[config.mk]
export PLATFORM = sky130hd
export DESIGN_NAME = carpark_ctrl_flat
export DESIGN_NICKNAME = d
export VERILOG_FILES = /design/src/rtl/carpark_if.sv /design/src/rtl/carpark_ctrl.sv /design/src/flat_wrapper.sv
export SDC_FILE = /design/constraint.sdc
export NUM_CORES = 1
export LEC_CHECK = 0
export CORE_MARGIN = 2
export CORE_UTILIZATION = 40
export DETAILED_ROUTE_END_ITERATION = 8
export HOLD_SLACK_MARGIN = 0.08
export PLACE_DENSITY_LB_ADDON = 0.25
export SYNTH_ARGS = -nofsm -noshare
export SYNTH_HDL_FRONTEND = slang
export SYNTH_SLANG_ARGS = --single-unit
[constraint.sdc]
create_clock -name clk -period 2.8 [get_ports clk]
set_input_delay 0.84 -clock clk [delete_from_list [all_inputs] [get_ports clk]]
set_output_delay 0.84 -clock clk [all_outputs]
set_load 0.005 [all_outputs]
[src/rtl/carpark_if.sv]
// Car-park controller bus: entry sensors, password entry, exit sensor, and
// the controller's status outputs.
interface carpark_if #(
  parameter int PSWD_W = 4,
  parameter int CNT_W  = 4
);
  logic              fsensor;
  logic              bsensor;
  logic              pswd_valid;
  logic [PSWD_W-1:0] pswd;
  logic              exit_sensor;
  logic              gate_open;
  logic              pswd_ok;
  logic              pswd_err;
  logic              locked;
  logic              full;
  logic [CNT_W-1:0]  no_of_cars;
  logic [1:0]        state;

  // Driver side: the gate hardware and keypad.
  modport master (
    output fsensor, bsensor, pswd_valid, pswd, exit_sensor,
    input  gate_open, pswd_ok, pswd_err, locked, full, no_of_cars, state
  );

  // Controller side.
  modport slave (
    input  fsensor, bsensor, pswd_valid, pswd, exit_sensor,
    output gate_open, pswd_ok, pswd_err, locked, full, no_of_cars, state
  );
endinterface

[src/rtl/carpark_ctrl.sv]
// Car-park entry controller: password-gated entry barrier with lockout after
// repeated wrong entries, idle timeouts, and an occupancy counter fed by
// entries and exit-sensor rising edges.
//
//   state      | meaning
//   -----------+---------------------------------------------------------
//   IDLE   (0) | waiting for a car at the entry gate (ignored when full)
//   WAIT   (1) | car present, waiting for a password entry
//   OPEN   (2) | barrier raised, waiting for the car to pass
//   LOCKED (3) | too many wrong passwords, entry ignored for a while
module carpark_ctrl #(
  parameter int                CAPACITY    = 12,
  parameter int                CNT_W       = 4,
  parameter int                PSWD_W      = 4,
  parameter logic [PSWD_W-1:0] PSWD        = 4'b1010,
  parameter int                MAX_TRIES   = 3,
  parameter int                LOCK_CYCLES = 16,
  parameter int                TIMEOUT     = 32
) (
  input logic      clk,
  input logic      reset,
  carpark_if.slave bus
);

  // One timer serves both the idle timeouts and the lockout duration.
  localparam int TMR_MAX = (TIMEOUT > LOCK_CYCLES) ? TIMEOUT : LOCK_CYCLES;
  localparam int TMR_W   = $clog2(TMR_MAX) + 1;
  localparam int TRY_W   = $clog2(MAX_TRIES) + 1;

  typedef enum logic [1:0] {
    S_IDLE   = 2'd0,
    S_WAIT   = 2'd1,
    S_OPEN   = 2'd2,
    S_LOCKED = 2'd3
  } state_t;

  state_t           state_q;
  logic [TMR_W-1:0] timer_q;
  logic [TRY_W-1:0] tries_q;
  logic             ok_q;
  logic             err_q;
  logic             exit_prev_q;
  logic [CNT_W-1:0] cars_q;
  logic [CNT_W-1:0] cars_d;

  logic full;
  logic entry;
  logic exit_ev;

  assign full    = (cars_q == CNT_W'(CAPACITY));
  assign entry   = (state_q == S_OPEN) && bus.bsensor;
  assign exit_ev = bus.exit_sensor && !exit_prev_q;

  // Entry FSM with its timer, try counter and the password result pulses.
  always_ff @(posedge clk) begin
    if (reset) begin
      state_q <= S_IDLE;
      timer_q <= '0;
      tries_q <= '0;
      ok_q    <= 1'b0;
      err_q   <= 1'b0;
    end else begin
      ok_q  <= 1'b0;
      err_q <= 1'b0;
      case (state_q)
        S_IDLE: begin
          if (bus.fsensor && !full) begin
            state_q <= S_WAIT;
            timer_q <= '0;
            tries_q <= '0;
          end
        end
        S_WAIT: begin
          if (bus.pswd_valid) begin
            timer_q <= '0;
            if (bus.pswd == PSWD) begin
              ok_q    <= 1'b1;
              tries_q <= '0;
              state_q <= S_OPEN;
            end else begin
              err_q   <= 1'b1;
              tries_q <= tries_q + 1'b1;
              if (tries_q == TRY_W'(MAX_TRIES - 1)) state_q <= S_LOCKED;
            end
          end else if (timer_q == TMR_W'(TIMEOUT - 1)) begin
            state_q <= S_IDLE;
            timer_q <= '0;
          end else begin
            timer_q <= timer_q + 1'b1;
          end
        end
        S_OPEN: begin
          if (bus.bsensor || timer_q == TMR_W'(TIMEOUT - 1)) begin
            state_q <= S_IDLE;
            timer_q <= '0;
          end else begin
            timer_q <= timer_q + 1'b1;
          end
        end
        default: begin
          // Try counter stays at its limit while locked so the cause is visible.
          if (timer_q == TMR_W'(LOCK_CYCLES - 1)) begin
            state_q <= S_IDLE;
            timer_q <= '0;
            tries_q <= '0;
          end else begin
            timer_q <= timer_q + 1'b1;
          end
        end
      endcase
    end
  end

  // Occupancy next value: coincident entry and exit cancel out.
  always_comb begin
    cars_d = cars_q;
    if (entry && !exit_ev) begin
      if (!full) cars_d = cars_q + 1'b1;
    end else if (exit_ev && !entry) begin
      if (cars_q != '0) cars_d = cars_q - 1'b1;
    end
  end

  // Occupancy counter and exit-sensor edge history.
  always_ff @(posedge clk) begin
    if (reset) begin
      cars_q      <= '0;
      exit_prev_q <= 1'b0;
    end else begin
      cars_q      <= cars_d;
      exit_prev_q <= bus.exit_sensor;
    end
  end

  assign bus.gate_open  = (state_q == S_OPEN);
  assign bus.locked     = (state_q == S_LOCKED);
  assign bus.pswd_ok    = ok_q;
  assign bus.pswd_err   = err_q;
  assign bus.full       = full;
  assign bus.no_of_cars = cars_q;
  assign bus.state      = state_q;

endmodule
[src/flat_wrapper.sv]
// flat-port wrapper written by rule: the top's interface ports become plain ports
module carpark_ctrl_flat 
#(
  parameter int                CAPACITY    = 12,
  parameter int                CNT_W       = 4,
  parameter int                PSWD_W      = 4,
  parameter logic [PSWD_W-1:0] PSWD        = 4'b1010,
  parameter int                MAX_TRIES   = 3,
  parameter int                LOCK_CYCLES = 16,
  parameter int                TIMEOUT     = 32
)
  (clk, reset, bus_fsensor, bus_bsensor, bus_pswd_valid, bus_pswd, bus_exit_sensor, bus_gate_open, bus_pswd_ok, bus_pswd_err, bus_locked, bus_full, bus_no_of_cars, bus_state);
  carpark_if #(.PSWD_W(PSWD_W), .CNT_W(CNT_W)) bus_i ();
  input logic clk;
  input logic reset;
  input wire logic [$bits(bus_i.fsensor)-1:0] bus_fsensor;
  input wire logic [$bits(bus_i.bsensor)-1:0] bus_bsensor;
  input wire logic [$bits(bus_i.pswd_valid)-1:0] bus_pswd_valid;
  input wire logic [$bits(bus_i.pswd)-1:0] bus_pswd;
  input wire logic [$bits(bus_i.exit_sensor)-1:0] bus_exit_sensor;
  output wire logic [$bits(bus_i.gate_open)-1:0] bus_gate_open;
  output wire logic [$bits(bus_i.pswd_ok)-1:0] bus_pswd_ok;
  output wire logic [$bits(bus_i.pswd_err)-1:0] bus_pswd_err;
  output wire logic [$bits(bus_i.locked)-1:0] bus_locked;
  output wire logic [$bits(bus_i.full)-1:0] bus_full;
  output wire logic [$bits(bus_i.no_of_cars)-1:0] bus_no_of_cars;
  output wire logic [$bits(bus_i.state)-1:0] bus_state;
  assign bus_i.fsensor = bus_fsensor;
  assign bus_i.bsensor = bus_bsensor;
  assign bus_i.pswd_valid = bus_pswd_valid;
  assign bus_i.pswd = bus_pswd;
  assign bus_i.exit_sensor = bus_exit_sensor;
  assign bus_gate_open = bus_i.gate_open;
  assign bus_pswd_ok = bus_i.pswd_ok;
  assign bus_pswd_err = bus_i.pswd_err;
  assign bus_locked = bus_i.locked;
  assign bus_full = bus_i.full;
  assign bus_no_of_cars = bus_i.no_of_cars;
  assign bus_state = bus_i.state;
  carpark_ctrl #(.CAPACITY(CAPACITY), .CNT_W(CNT_W), .PSWD_W(PSWD_W), .PSWD(PSWD), .MAX_TRIES(MAX_TRIES), .LOCK_CYCLES(LOCK_CYCLES), .TIMEOUT(TIMEOUT)) u_core (.clk(clk), .reset(reset), .bus(bus_i));
endmodule
==> reports/metrics.yaml <==
outcome: "completed"
drc: 0
ys_warn_count: 0
p_leak_nw: 0.563
yosys.area_share.adder_pct: 7.19
grt_usage_pct: 16.2
pwr-share-seq_pct: 38.6
ir_drop_v: 0.000537
p_total_uw: 929
async_flop_share_pct: 0
internal_power_uw: 597
crit_start: "bus_exit_sensor"
synth_top_family_by_area: "simple AND/OR/NAND/NOR gates"
rsz0062_at_grt: "no"
grt_max_degree: 15
power.switching_uw: 332
synth_edf_count: 0
worstMarginPinSlew_ps: 428
pwr-share-clk_pct: 17.2
synth.area.mux_share_pct: 3.70
cp.arrival_ps: 2850
crit_fanout: 4
synth-seq-cells: 18
maxSlewHeadroom_pct: 70.7
core_mm2: 0.00273
worstSetupPathType: "in2reg"
hold_buffers: 0
r2r_start: "u_core.bus.state[1]"
p_per_area_mw_per_mm2: 647
drt_wl_total_um: 2490
start_util_pct: 42.0
critical_path_required_ps: 2990
fmax_mhz: 377
synth_cell_type_count: 46
globalplace.congestion: 0.829
num_rows: 19
grt_pass1_wl_um: 4240
hp-class: "reg2reg"
cts_made_buffers: 3
final_cell_mix: "20 x clkdlybuf4s50_1, 18 x dfxtp_1, 11 x a21oi_1"
pre_cts_ws_ps: -154
synth-compound-area-share_pct: 23.5
avgSynthCellArea_um2: 8.97
drive_gt1_share_pct: 11.7
die_x_um: 57.6
pwr-share-comb_pct: 44.2
finalClockSkew_ps: 7.78
holdCritStartpoint: "u_core.tries_q[1]"
drt_iter0_markers: 12
synth-main-ff-cell: "dfxtp_1"
vias: 1034
hold_violations: 0
switching_share_pct: 35.7
drtPass1Iterations: 4
clk_latency_ps: 290
cts_resized: 0
ant_nets: 0
tns_ps: 0
hpwl_um: 1930
area_growth_syn_to_layout_pct: 24.9
hold_slack_ps: 487
clk_pin_slew_ps: 110
pin_count: 21
slew_violations: 0
drt-vias-per-instance: 5.59
grt-ovfl-total: 0
setup_viol_count_final: 0
yosys.area_share.simple_pct: 25.3
ff2ff_setup_slack_ps: 490
syn_inst: 128
critPathCaptureType: "register"
period_share_pct: 94.9
drv_cap: 0
utilization_pct: 52.5
syn_nets: 144
cts_root_buffer: "clkbuf_4"
post_cts_buffers: 0
cts_sinks: 18
synth-xor-area-share_pct: 3.05
die_y_um: 57.6
htreeDepth: 1
first_global_vias: 993
antenna_found_initial: 0
port_buffers: 20
post-route-worst-setup-slack_ps: 144
antenna_cells: 0
routedWlPerCell_um: 13.5
start_kind: "input pin"
final_common_cell: "clkdlybuf4s50_1"
synth_area_mm2: 0.00115
fin_crit_ps: 2660
synth-seq-area-share_pct: 31.4
die_area_mm2: 0.00332
tritoncts: "yes"
nNetsFinal: 171
clock_path_buffers: 2
-- logic make-up after synthesis --
family                   after synthesis
flip-flops                            18
adder cells (fa/ha/maj)                6
buffers and inverters                 14
XOR/XNOR                               4
multiplexers                           4
AND/OR/NAND/NOR                       45
AO/OA/AOI/OAI                         37
-- sequential cells by signal, summed over array words and instances (netlist names) --
signal	flops
u_core.bus.no_of_cars	4
u_core.timer_q	6
u_core.tries_q	3
u_core.bus.pswd_ok	1
u_core.bus.pswd_err	1
u_core.bus.state	2
u_core.exit_prev_q	1
-- cell usage after synthesis (2+ instances only) --
cell type	count	area [µm²]
o2111ai_1	2	17.5
inv_1	10	37.5
nand3_1	5	25.0
buf_6	2	22.5
o21ai_0	7	35.0
or3_1	3	18.8
nor2b_1	4	25.0
xnor2_1	4	35.0
nand2b_1	2	12.5
mux2i_1	2	20.0
and3_1	2	12.5
a21oi_1	11	55.1
dfxtp_1	18	360
a211o_1	2	17.5
nor3b_1	2	15.0
nand2_1	8	30.0
ha_1	5	62.6
o21ai_1	3	15.0
nor2_1	9	33.8
-- power groups by stage --
stage / logic, mW / registers, mW / clock network [mW]
after floorplan: 0.271 / 0.349 / 0
after global placement: 0.396 / 0.364 / 0
after detailed placement: 0.406 / 0.365 / 0
after CTS: 0.409 / 0.358 / 0.171
after global routing: 0.450 / 0.368 / 0.178
final: 0.410 / 0.358 / 0.160
-- critical path: stages --
cell and delay [ps]:
clkdlybuf4s50_1 440, nand2b_1 140, nand3_1 150, ha_1 380, a21oi_1 80, a211o_1 300
a211oi_2 190, mux2_1 330
-- metal layers --
layer | share of wire [%] | GRT usage, %
met1 | 50 | 20.9
met2 | 44 | 25.6
met3 | 5.2 | 2.72
met4 | 1.3 | 8.64
met5 | 0 | 0
-- layout make-up --
type | count | area (µm²)
clock buffer | 4 | 36.3
fill | 284 | 1300
multi-input combinational | 96 | 721
inverter | 11 | 41.3
timing repair buffer | 25 | 238
tap | 31 | 38.8
sequential | 18 | 360
-- metrics by stage --
step	cell area, µm²	instances
6_report	1440	185
5_1_grt	1440	185
4_1_cts	1440	185
3_5_place_dp	1400	181
3_3_place_gp	1400	181
2_1_floorplan	1150	128
-- worst paths after layout --
check / to / cells past startpoint
worst max-delay path: u_core.bus.no_of_cars[3] / 8
worst min-delay path: u_core.tries_q[1] / 2
worst max register to register: u_core.bus.no_of_cars[3] / 8
worst min register to register: u_core.tries_q[1] / 2
No activity file was read; power rests on OpenSTA's default activity.
